## src/rtl/uart_tx_arbiter.sv

```systemverilog
// uart_tx_arbiter
//   Four-way round-robin arbiter that feeds a single UART tx buffer. Once a
//   requester wins, it holds the grant (locked) until it sends a byte marked
//   last, or until it goes quiet for more than TIMEOUT cycles, in which case
//   the lock is dropped with a one-cycle abort pulse.
//
// Ports
//   clk        system clock, rising edge
//   rst        asynchronous active-high reset
//   req[i]     requester i has a byte pending
//   reqData    requester i's byte on [8i+7:8i]
//   reqLast[i] requester i's pending byte ends its packet
//   full       downstream tx buffer is full; no strobe is issued while high
//   ack[i]     one-cycle pulse when requester i's byte is taken
//   data       byte to the tx buffer (holds its value between strobes)
//   dataReady  one-cycle write strobe to the tx buffer
//   owner      index of the granted requester
//   locked     high while a packet holds the grant
//   abort      one-cycle pulse when a lock is dropped by timeout
module uart_tx_arbiter #(
  parameter int TIMEOUT = 255
) (
  input  logic        clk,
  input  logic        rst,
  input  logic [3:0]  req,
  input  logic [31:0] reqData,
  input  logic [3:0]  reqLast,
  input  logic        full,
  output logic [3:0]  ack,
  output logic [7:0]  data,
  output logic        dataReady,
  output logic [1:0]  owner,
  output logic        locked,
  output logic        abort
);

  localparam int CW = (TIMEOUT < 1) ? 1 : $clog2(TIMEOUT + 1);
  localparam logic [CW-1:0] TO_MAX = CW'(TIMEOUT);

  typedef enum logic [1:0] {IDLE, GRANT, HOLD} state_t;

  state_t         stateReg, stateNext;
  logic [3:0]     ackReg, ackNext;
  logic [7:0]     dataReg, dataNext;
  logic           dataReadyReg, dataReadyNext;
  logic [1:0]     ownerReg, ownerNext;
  logic           lockedReg, lockedNext;
  logic           abortReg, abortNext;
  logic [CW-1:0]  toCntReg, toCntNext;
  logic           lastFlagReg, lastFlagNext;
  logic [1:0]     lastOwnerReg, lastOwnerNext;

  logic [7:0]     reqByte [4];
  logic           pickFound;
  logic [1:0]     pickIdx;
  logic           timedOut;

  for (genvar gi = 0; gi < 4; gi++) begin : g_bytes
    assign reqByte[gi] = reqData[8*gi +: 8];
  end

  // Round-robin search starting one past the previous owner.
  always_comb begin
    pickFound = 1'b0;
    pickIdx   = lastOwnerReg;
    for (int k = 1; k <= 4; k++) begin
      if (!pickFound && req[lastOwnerReg + 2'(k)]) begin
        pickFound = 1'b1;
        pickIdx   = lastOwnerReg + 2'(k);
      end
    end
  end

  // A full buffer freezes GRANT entirely, so the timeout cannot fire then.
  assign timedOut = (stateReg == GRANT) && !full && (toCntReg == TO_MAX);

  // State and output registers.
  always_ff @(posedge clk or posedge rst) begin
    if (rst) begin
      stateReg     <= IDLE;
      ackReg       <= '0;
      dataReg      <= '0;
      dataReadyReg <= 1'b0;
      ownerReg     <= '0;
      lockedReg    <= 1'b0;
      abortReg     <= 1'b0;
      toCntReg     <= '0;
      lastFlagReg  <= 1'b0;
      lastOwnerReg <= 2'd3;
    end else begin
      stateReg     <= stateNext;
      ackReg       <= ackNext;
      dataReg      <= dataNext;
      dataReadyReg <= dataReadyNext;
      ownerReg     <= ownerNext;
      lockedReg    <= lockedNext;
      abortReg     <= abortNext;
      toCntReg     <= toCntNext;
      lastFlagReg  <= lastFlagNext;
      lastOwnerReg <= lastOwnerNext;
    end
  end

  // Next-state logic.
  always_comb begin
    stateNext = stateReg;
    case (stateReg)
      IDLE:  if (pickFound) stateNext = GRANT;
      GRANT: begin
        if (timedOut)                       stateNext = IDLE;
        else if (!full && req[ownerReg])    stateNext = HOLD;
      end
      HOLD:  stateNext = lastFlagReg ? IDLE : GRANT;
      default: stateNext = IDLE;
    endcase
  end

  // Next values of the registered outputs and bookkeeping.
  always_comb begin
    ackNext       = '0;
    dataReadyNext = 1'b0;
    abortNext     = 1'b0;
    dataNext      = dataReg;
    ownerNext     = ownerReg;
    lockedNext    = lockedReg;
    toCntNext     = toCntReg;
    lastFlagNext  = lastFlagReg;
    lastOwnerNext = lastOwnerReg;
    case (stateReg)
      IDLE: begin
        lockedNext = 1'b0;
        if (pickFound) begin
          ownerNext  = pickIdx;
          lockedNext = 1'b1;
          toCntNext  = '0;
        end
      end
      GRANT: begin
        if (timedOut) begin
          abortNext     = 1'b1;
          lastOwnerNext = ownerReg;
          lockedNext    = 1'b0;
        end else if (!full) begin
          if (req[ownerReg]) begin
            dataReadyNext     = 1'b1;
            ackNext[ownerReg] = 1'b1;
            dataNext          = reqByte[ownerReg];
            lastFlagNext      = reqLast[ownerReg];
            toCntNext         = '0;
          end else begin
            toCntNext = toCntReg + CW'(1);
          end
        end
      end
      HOLD: begin
        if (lastFlagReg) begin
          lastOwnerNext = ownerReg;
          lockedNext    = 1'b0;
        end else begin
          toCntNext = '0;
        end
      end
      default: ;
    endcase
  end

  assign ack       = ackReg;
  assign data      = dataReg;
  assign dataReady = dataReadyReg;
  assign owner     = ownerReg;
  assign locked    = lockedReg;
  assign abort     = abortReg;

endmodule

```

## config.mk

```make
export PLATFORM = sky130hd
export DESIGN_NAME = uart_tx_arbiter
export DESIGN_NICKNAME = d
export VERILOG_FILES = /design/src/rtl/uart_tx_arbiter.sv
export SDC_FILE = /design/constraint.sdc
export NUM_CORES = 1
export LEC_CHECK = 0
export BUFFER_PORTS_ARGS = -buffer_cell sky130_fd_sc_hd__buf_2
export CELL_PAD_IN_SITES_DETAIL_PLACEMENT = 1
export CELL_PAD_IN_SITES_GLOBAL_PLACEMENT = 2
export CORE_MARGIN = 4
export CORE_UTILIZATION = 31
export DETAILED_ROUTE_END_ITERATION = 10
export PLACE_DENSITY_LB_ADDON = 0.1
export SLEW_MARGIN = 20
export SYNTH_ARGS = -nofsm -noshare
export SYNTH_HDL_FRONTEND = slang
export SYNTH_SLANG_ARGS = --single-unit
```

## constraint.sdc

```tcl
create_clock -name clk -period 2.34 [get_ports clk]
set_input_delay 0.234 -clock clk [delete_from_list [all_inputs] [get_ports clk]]
set_output_delay 0.234 -clock clk [all_outputs]
set_load 0.005 [all_outputs]
```

# Word-level counts from Yosys, hierarchy flattened

Index checks and enable logic that the tools add are counted.
W data, S select, Z words.

Output and inout port bits: 17
Logic and storage cells: 107
Input bits: 43
Bits in registers: 30

Magnitude comparators: 7
Bitwise logic cells: 3
Add/subtract/negate cells: 4
Equal/unequal tests: 10
Reduce and logical (&&, ||, !) cells: 20
Multiplexer cells: 53

Operator list:

| cell                  | count |
|---|---|
| $mux W8               | 7 |
| $pmux W8 S3           | 1 |
| $mux W1               | 21 |
| $mux W2               | 9 |
| $bmux W8 S2           | 1 |
| $mux W4               | 4 |
| $lt A2 B3 Y1 const B  | 5 |
| $bmux W1 S2           | 6 |
| $ne A2 B2 Y1 const B  | 6 |
| $add A8 B1 Y8 const B | 1 |
| $eq A8 B8 Y1 const B  | 1 |
| $logic_and A1 B1 Y1   | 7 |
| $pmux W2 S3           | 1 |
| $reduce_and A3 Y1     | 2 |
| $reduce_and A5 Y1     | 1 |
| $add A2 B2 Y2 const B | 2 |
| $logic_not A1 Y1      | 4 |
| $pmux W2 S2           | 1 |
| $reduce_and A2 Y1     | 2 |
| $reduce_and A4 Y1     | 1 |
| $ge A3 B3 Y1 const B  | 1 |
| $ne A3 B2 Y1 const B  | 1 |
| $not A2 Y3            | 1 |
| $pmux W1 S3           | 1 |
| 9 further kinds       | 10 |

# Depth between registers and ports, before layout

Gate-level depths: netlist of the first run.

Word-level depth: 15
Depth in mapped cells: 7
Depth with buffers taken out: 6

# Worst setup path after synthesis of the first run

No wires, ideal clock.

Path type: reg2reg
Start: reg toCntReg[0]
End: reg dataReg[0] (netlist: data[0])
Data arrival time: 1,867 ps
Period minus slack after synthesis: 1,992 ps
Required time: 2,215 ps
Slack: 348 ps
Path buffers: 1
Cell stages (with the launch flop): 7
Library setup time: 125 ps
Cells stage by stage: dfrtp_1 ha_1 and3_1 a31o_4 nor3b_4 buf_6 mux2_4

Longest elaborated chain between the ends: 4

Ends and longest elaborated chain:

| element                     | RTL line | source |
|---|---|---|
| start: declaration          | 49       | `logic [CW-1:0] toCntReg, toCntNext;` |
| start signal: assignment    | 98       | `toCntReg <= toCntNext;` |
| $eq A8 B8 Y1                | 75       | `assign timedOut = (stateReg == GRANT) && !full && (toCntReg == TO_MAX);` |
| $logic_and A1 B1 Y1         | 75       |  |
| $not A1 Y1 (no line)        | n/a      |  |
| $reduce_and A4 Y1 (no line) | n/a      |  |
| end signal: assignment      | 93       | `dataReg <= dataNext;` |
| end: declaration            | 44       | `logic [7:0] dataReg, dataNext;` |

No other way between the ends.
A chain may end at the register's enable or synchronous reset.

# Worst setup path after layout of the first run

Same ends and word-level chain as after synthesis.

==> results.py, run 1 <==
metrics = {
    "layout": {
        "area_growth_pct": 27.8,
        "diodes": 0,
        "nets": 263,
        "fin_util": 0.408,
        "finalNonFillerCells": 288,
        "drive_above_1_share": 0.477,
    },
    "global_route": {
        "grt_pass1_wl_um": 7750,
        "gr-usage-met1": 0.153,
        "antenna_found_initial": 0,
        "gr-max-usage-layer": "met2",
        "use_met2": 0.250,
        "grt_pass1_vias": 1676,
        "grt-ovfl-total": 0,
        "use_met3": 0.0357,
        "grt_max_degree": 31,
        "grtUsageTotal": 0.137,
    },
    "pwr": {
        "p_sw_frac": 0.347,
        "switching_power_uw": 831,
        "comb_power_share": 0.500,
        "vdd_drop_max_uv": 477,
        "p_leak_uw": 0.00106,
        "seq_power_share": 0.338,
        "clkPwrFrac": 0.162,
        "p_per_area_nw_per_um2": 1060,
        "intPower_uw": 1560,
    },
    "critical_path": {
        "reg2reg_from": "toCntReg[0]",
        "r2r-end": "data[0]",
        "reg2regPathDepth": 6,
        "cpPeakStageDelay_ns": 0.42,
        "r2r_setup_slack_ns": 0.30,
        "crit_arrival_ns": 2.20,
        "critPathLaunchType": "register",
        "worstPathMaxFanout": 10,
        "cp_cell_sequence": "ha_1, and3_1, a31o_4, nor3b_4, buf_4, mux2_4",
        "crit_slowest_cell": "dfrtp_1",
        "worstPathBufferInverterCount": 1,
        "critPathTopFamily": "simple AND/OR/NAND/NOR gates",
        "worstSetupPathType": "reg2reg",
        "end_kind": "register",
        "required_ns": 2.50,
    },
    "min_path": {
        "min_path_type": "in2async",
    },
    "synthesis": {
        "synth_edf_count": 0,
        "yosysTopAreaCell": "dfrtp_1",
        "syn_area_per_cell_um2": 12.0,
        "synth.top_cell.area_share": 0.399,
        "synth_top_family_by_area": "multiplexers",
        "synth_most_common_cell": "dfrtp_1",
        "seq_area_frac_synth": 0.428,
        "synthFlopType": "dfrtp_1",
        "synthCells": 147,
        "synth_seq_cells": 30,
        "synthTopCellsByArea": "dfrtp_1 (40%), mux4_2 (13%), mux2_2 (6.4%)",
        "synthArstFlopShare": 1.00,
        "synthMuxAreaShare": 0.232,
        "synth_fa_ha_area_frac": 0.0356,
        "yosys.area_share.simple": 0.153,
        "synth_nets": 195,
        "syn_area_um2": 1760,
        "yosys_warnings": 0,
        "synth_xor_area_frac": 0,
        "synth-compound-area-share": 0.108,
        "synth_common_cells": "dfrtp_1 (28), inv_1 (10), mux2_2 (10), mux4_2 (10), nor2_1 (9)",
        "netlist-cell-type-count": 38,
    },
    "detailed_routing": {
        "drc": 0,
        "wl_per_cell_um": 15.4,
        "drt_first_pass_iters": 3,
        "ant_nets": 0,
        "drt_iter0_drc": 24,
        "vias": 1454,
        "wl_um": 4450,
        "routed_via_density": 5.05,
    },
    "clocking": {
        "cts_buffer_depth": 2,
        "clk_pin_slew_worst_paths_ns": 0.07,
        "cts_setup_buffers": 0,
        "cts_tree": "built",
        "cts_root_buf": "clkbuf_8",
        "cts-htree-levels": 2,
        "cts_made_buffers": 5,
        "clock_latency_ns": 0.28,
        "cts-resized-gates": 0,
        "cts_hold_buffers": 0,
        "cts.sinks": 30,
    },
    "floorplanning": {
        "core-area_um2": 5510,
        "start_util": 0.319,
        "ios": 60,
        "rows": 27,
        "die_y_um": 83.3,
        "dieArea_um2": 6940,
        "die_w_um": 83.3,
    },
    "timing": {
        "final_hold_viol_count": 0,
        "min_period_ns": 2.04,
        "finalSetupTns_ns": 0,
        "finalClockSkew_ns": 0.0104,
        "rsz0062_at_grt": "false",
        "max_slew.worst_pin.slew_ns": 0.496,
        "slew_violations": 0,
        "fin_hold_ws_ns": 0.0121,
        "slew_headroom": 0.668,
        "setup_viol": 0,
        "fmax_ghz": 0.491,
        "fin_ws_ns": 0.304,
        "fin_crit_sh": 0.870,
    },
    "place": {
        "dp_hpwl_um": 3610,
        "gp_congestion": 0.875,
        "pre_cts_ws_ns": 0.332,
        "port_buffers": 59,
        "place_inst": 280,
    },
    "status": {
        "run_status": "completed",
    },
    "job": {
        "max_cap_viol_count": 0,
    },
}
[worst register-to-register path, delay by kind of cell, from the launching register on]
kind / cells / cell delay (ns)
compound gates: 1 / 0.27
fa+ha+maj: 1 / 0.26
buf+inv: 1 / 0.21
flops: 1 / 0.42
mux: 1 / 0.31
simple gates: 2 / 0.44
[cell families (layout without fill, tap and decap cells)]
kind of cell,Yosys count,after routing
AO/OA/AOI/OAI,25,25
AND/OR/NAND/NOR,46,46
buffers and inverters,16,85
flip-flops,30,30
multiplexers,25,25
adder cells (fa/ha/maj),5,5
[placed cells by master (no fill, tap or decap), types with 3 or more instances in the layout]
cell type / Yosys / routed
nor3_1: 3 / 3
o211ai_1: 5 / 5
clkbuf_8: 0 / 5
inv_1: 10 / 10
dfrtp_1: 28 / 28
nand3_1: 6 / 6
ha_1: 5 / 5
buf_4: 0 / 8
a32o_1: 3 / 3
mux4_2: 10 / 10
mux2_2: 10 / 10
mux2_4: 4 / 4
nand2b_1: 4 / 4
nand2_1: 7 / 7
nand4_1: 3 / 3
o21ai_0: 5 / 5
a21oi_1: 3 / 3
clkbuf_1: 4 / 3
nor2b_1: 3 / 3
nor2_1: 9 / 9
buf_2: 0 / 59
[power groups by stage]
stage,registers [µW],clock network [µW],logic (µW)
floorplan,808,0,868
global placement,809,0,1180
detailed placement,818,0,1230
CTS,812,403,1230
global route,837,436,1330
finish,808,387,1200
[how the worst max path moves through the flow]
stage                     depth (start not counted)  slack, ns         from       to
final                                             6       0.30  toCntReg[0]  data[0]
after CTS                                         6       0.28  toCntReg[0]  data[1]
after global routing                              6       0.23  toCntReg[0]  data[0]
after detailed placement                          6       0.33  toCntReg[0]  data[1]
after floorplan                                   6       0.35  toCntReg[0]  data[0]
after global placement                            6       0.36  toCntReg[0]  data[1]
[cell type report]
type / instances / area (µm²)
fill: 628 / 3260
timing repair buffer: 67 / 355
clock buffer: 8 / 80.1
sequential: 30 / 753
inverter: 10 / 37.5
multi-input combinational: 101 / 930
tap: 72 / 90.1
[state kept, by name, indices dropped and copies added, names as in the netlist]
register / flops
owner: 2
toCntReg: 8
locked: 1
stateReg: 2
ack: 4
dataReady: 1
lastOwnerReg: 2
data: 8
lastFlagReg: 1
abort: 1
[through the flow]
stage,power [µW],instance area [µm²]
5_1_grt,2600,2250
6_report,2390,2250
3_3_place_gp,1990,2170
2_1_floorplan,1680,1760
4_1_cts,2440,2250
3_5_place_dp,2050,2170
[layer usage]
metal	up-vias	routed length, µm	part of all wire
li1	688	-	-
met1	727	1830	0.41
met2	29	2380	0.53
met3	10	166	0.037
met4	0	75	0.017
met5	-	0	0
Power figures use the tool's default switching activity.
==> run 2: changes to the inputs <==
--- a/config.mk
+++ b/config.mk
@@ -9,7 +9,8 @@
 export CELL_PAD_IN_SITES_DETAIL_PLACEMENT = 1
 export CELL_PAD_IN_SITES_GLOBAL_PLACEMENT = 2
 export CORE_MARGIN = 4
-export CORE_UTILIZATION = 31
+export CORE_UTILIZATION = 32
+export CTS_BUF_LIST = sky130_fd_sc_hd__clkbuf_2
 export DETAILED_ROUTE_END_ITERATION = 10
 export PLACE_DENSITY_LB_ADDON = 0.1
 export SLEW_MARGIN = 20
==> results.py, run 2 (synthesized netlist as in run 1, its figures left out) <==
metrics = {
    "critical_path": {
        "r2r-end": "data[1]",
        "end_kind": "register",
        "critPathLaunchType": "register",
        "crit_arrival_ns": 2.33,
        "reg2reg_from": "toCntReg[0]",
        "r2r_setup_slack_ns": 0.30,
        "startpoint": "toCntReg[0]",
        "reg2regPathDepth": 6,
        "worstSetupPathType": "reg2reg",
        "worstPathMaxFanout": 10,
        "required_ns": 2.63,
    },
    "clocking": {
        "cts_hold_buffers": 1,
        "cts.sinks": 30,
        "cts_root_buf": "clkbuf_2",
        "clock_latency_ns": 0.38,
        "clk_pin_slew_worst_paths_ns": 0.16,
        "cts-htree-levels": 2,
        "cts_tree": "built",
        "cts_buffer_depth": 2,
        "cts_made_buffers": 5,
        "cts_setup_buffers": 0,
        "cts-resized-gates": 0,
    },
    "detailed_routing": {
        "met2_length_um": 2530,
        "vias": 1484,
        "wl_um": 4690,
        "wl_per_cell_um": 16.3,
        "drt_first_pass_iters": 4,
        "ant_nets": 0,
        "routed_via_density": 5.17,
        "top_layer_used": "met4",
        "wl_met3_um": 202,
        "drc": 0,
        "drt_iter0_drc": 69,
        "wl_met1_um": 1870,
    },
    "floorplanning": {
        "dieArea_um2": 6740,
        "start_util": 0.338,
        "die_y_um": 82.1,
        "core-area_um2": 5200,
        "rows": 26,
        "ios": 60,
        "die_w_um": 82.1,
    },
    "layout": {
        "mostFrequentLayoutCells": "buf_2 (59), dfrtp_1 (28), inv_1 (10), mux4_2 (10), mux2_2 (10)",
        "final_common_cell": "buf_2",
        "fin_util": 0.425,
        "area_growth_pct": 25.8,
        "nets": 264,
        "diodes": 0,
        "nFillCells": 587,
        "drive_above_1_share": 0.484,
        "regArea_um2": 753,
        "multiInputGateArea_um2": 930,
    },
    "pwr": {
        "p_leak_uw": 0.00106,
        "p_per_area_nw_per_um2": 1030,
        "vdd_drop_max_uv": 460,
    },
    "place": {
        "dp_hpwl_um": 3680,
        "port_buffers": 59,
        "pre_cts_ws_ns": 0.320,
        "gp_congestion": 0.839,
    },
    "timing": {
        "setup_viol": 0,
        "max_slew.worst_pin.slew_ns": 0.547,
        "slew_violations": 0,
        "finalSetupTns_ns": 0,
        "fin_crit_sh": 0.873,
        "slew_headroom": 0.634,
        "finalClockSkew_ns": 0.00779,
        "fmax_ghz": 0.489,
        "min_period_ns": 2.04,
        "fin_ws_ns": 0.297,
        "final_hold_viol_count": 0,
        "rsz0062_at_grt": "false",
    },
    "min_path": {
        "hold_start": "req[3]",
        "whs_path_depth": 3,
        "min_path_type": "in2reg",
        "min_to": "owner[1]",
    },
    "global_route": {
        "grt_pass1_vias": 1596,
        "grt_pass1_wl_um": 7590,
        "antenna_found_initial": 0,
        "grtUsageTotal": 0.151,
        "grt_max_degree": 31,
        "grt-ovfl-total": 0,
    },
    "status": {
        "run_status": "completed",
    },
    "job": {
        "max_cap_viol_count": 0,
    },
}
-- run 2: how the worst max path moves through the flow --
stage | end | cells after the start | slack [ns]
2_1_floorplan | data[0] | 6 | 0.35
3_3_place_gp | data[1] | 6 | 0.36
3_5_place_dp | data[1] | 6 | 0.32
4_1_cts | data[1] | 6 | 0.30
5_1_grt | data[1] | 6 | 0.20
6_report | data[1] | 6 | 0.30
-- run 2: metrics by stage --
stage | hold slack (ns) | power (µW) | cell area (µm²) | std cells
floorplan | 0.323 | 1680 | 1760 | 147
global placement | 0.333 | 1990 | 2160 | 278
detailed placement | 0.340 | 2040 | 2160 | 278
CTS | 0.200 | 2310 | 2210 | 287
global route | 0.218 | 2450 | 2210 | 287
finish | 0.216 | 2270 | 2210 | 287
-- run 2: routing by layer --
metal	up-vias	track usage
met5	-	0
met4	0	0.0598
met3	8	0.0412
met2	28	0.273
met1	763	0.168
li1	685	-
-- run 2: critical path: stages, from the launching register on --
cell     delay [ns]
dfrtp_1        0.45
ha_1           0.26
and3_1         0.23
a31o_4         0.26
nor3b_4        0.20
buf_4          0.22
mux2_4         0.31
-- run 2: area by class of cell --
class | instances | area share
Multi-Input combinational cell | 101 | 0.420
Sequential cell | 30 | 0.340
Timing Repair Buffer | 68 | 0.165
Tap cell | 70 | 0.0396
Inverter | 10 | 0.0170
Clock buffer | 6 | 0.0136
Clock inverter | 2 | 0.00396
-- run 2: report_power, final --
part           total (µW)  internal (µW)  switching (µW)
Combinational        1210            652             555
Sequential            806            697             109
Clock                 261           73.3             187
==> run 3: changes to the inputs <==
--- a/config.mk
+++ b/config.mk
@@ -12,6 +12,7 @@
 export CORE_UTILIZATION = 32
 export CTS_BUF_LIST = sky130_fd_sc_hd__clkbuf_2
 export DETAILED_ROUTE_END_ITERATION = 10
+export GPL_TIMING_DRIVEN = 0
 export PLACE_DENSITY_LB_ADDON = 0.1
 export SLEW_MARGIN = 20
 export SYNTH_ARGS = -nofsm -noshare
==> results.py, run 3 (synthesized netlist as in run 1, its figures left out) <==
metrics = {
    "clocking": {
        "cts_setup_buffers": 0,
        "cts_root_buf": "clkbuf_2",
        "cts-resized-gates": 0,
        "clock_latency_ns": 0.35,
        "cts_tree": "built",
        "cts.sinks": 30,
        "cts_buffer_depth": 2,
        "clk_pin_slew_worst_paths_ns": 0.16,
        "cts-htree-levels": 2,
        "cts_made_buffers": 5,
    },
    "pwr": {
        "intPower_uw": 1410,
        "clkPwrFrac": 0.110,
        "seq_power_share": 0.354,
        "switching_power_uw": 852,
        "vdd_drop_max_uv": 502,
        "p_sw_frac": 0.377,
        "comb_power_share": 0.536,
        "p_leak_uw": 0.00103,
        "p_per_area_nw_per_um2": 1030,
    },
    "timing": {
        "max_slew.worst_pin.slew_ns": 0.668,
        "fin_ws_ns": 0.129,
        "slew_headroom": 0.551,
        "fin_crit_sh": 0.945,
        "slew_violations": 0,
        "setup_viol": 0,
        "min_period_ns": 2.21,
        "fmax_ghz": 0.452,
        "fin_hold_ws_ns": 0.231,
        "finalClockSkew_ns": 0.0104,
        "rsz0062_at_grt": "false",
        "final_hold_viol_count": 0,
        "finalSetupTns_ns": 0,
    },
    "global_route": {
        "grt_pass1_vias": 1629,
        "grt_max_degree": 31,
        "grt-ovfl-total": 0,
        "grt_pass1_wl_um": 7580,
        "grtUsageTotal": 0.149,
        "antenna_found_initial": 0,
    },
    "floorplanning": {
        "die_y_um": 82.1,
        "dieArea_um2": 6740,
        "ios": 60,
        "core-area_um2": 5200,
        "start_util": 0.338,
        "rows": 26,
        "die_w_um": 82.1,
    },
    "detailed_routing": {
        "wl_um": 4590,
        "drc": 0,
        "wl_per_cell_um": 16.1,
        "drt_first_pass_iters": 2,
        "vias": 1439,
        "ant_nets": 0,
        "drt_iter0_drc": 62,
        "routed_via_density": 5.05,
    },
    "layout": {
        "fin_area_um2": 2190,
        "diodes": 0,
        "finalNonFillerCells": 285,
        "final_common_cell": "buf_2",
        "area_growth_pct": 24.4,
        "mostFrequentLayoutCells": "buf_2 (59), dfrtp_1 (28), mux4_2 (10), mux2_2 (10)",
        "nets": 262,
        "drive_above_1_share": 0.456,
    },
    "critical_path": {
        "worstPathMaxFanout": 10,
        "reg2reg_from": "toCntReg[0]",
        "startpoint": "toCntReg[0]",
        "critPathLaunchType": "register",
        "worstSetupPathType": "reg2reg",
        "end_kind": "register",
        "crit_arrival_ns": 2.47,
        "required_ns": 2.60,
    },
    "min_path": {
        "min_path_type": "in2reg",
        "hold_start": "req[3]",
    },
    "place": {
        "place_inst": 276,
        "port_buffers": 59,
        "pre_cts_ws_ns": 0.139,
        "dp_hpwl_um": 3590,
        "place_area_um2": 2140,
        "gp_congestion": 0.797,
    },
    "status": {
        "run_status": "completed",
    },
    "job": {
        "max_cap_viol_count": 0,
    },
}
run 3: changes by cell type in the layout (fill, tap and decap cells not counted), moves of 2 or more:
cell,before,now
buf_4,8,0
buf_6,0,2
clkbuf_1,0,4
clkinv_1,1,3
run 3: metal layers:
metal  vias up  global-route usage  routed length, µm
met3         6              0.0347                142
li1        683                   -                  -
met5         -                   0                  0
met1       726               0.170               1870
met2        24               0.275               2530
met4         0              0.0449                 40
run 3: per-stage QoR:
step | total power, µW | util
floorplan | 1680 | -
global placement | 1990 | 0.411
finish | 2260 | 0.420
global route | 2440 | 0.420
CTS | 2300 | 0.420
detailed placement | 2040 | 0.411
run 3: power by group through the flow:
| stage | Combinational (µW) | Clock, µW | Sequential [µW] |
|---|---|---|---|
| finish | 1210 | 248 | 801 |
| global route | 1330 | 291 | 826 |
| CTS | 1240 | 261 | 802 |
| detailed placement | 1230 | 0 | 813 |
| global placement | 1180 | 0 | 803 |
| floorplan | 868 | 0 | 808 |
run 3: cell type report:
cell class              instances  area [µm²]
inverters                      10        37.5
clock buffers                   5        25.0
repair buffers                 60         305
well taps                      70        87.6
plain buffers                   6        37.5
clock inverters                 3        11.3
multi-input cells             101         930
fillers                       601        3020
flip-flops and latches         30         753
run 3: final timing paths:
check,endpoint,slack (ns),cells past startpoint
min in group asynchronous,data[1],0.50,3
hold reg to reg,data[3],0.52,1
setup reg to reg,lastFlagReg,0.13,6
hold / removal,owner[1],0.23,3
max in group asynchronous,data[3],1.41,3
setup / recovery,lastFlagReg,0.13,6
run 3: critical path: stages (launching register included):
cell and delay [ns]:
dfrtp_1 0.46, ha_1 0.26, and3_1 0.24, a31o_4 0.27, nor3b_4 0.36, buf_6 0.22, mux2_4 0.31
run 3: timing repair:
item,4_1_cts,5_1_grt
endpoints found under the setup margin,0,0
endpoints found under the hold margin,28,0
hold buffers,1,0
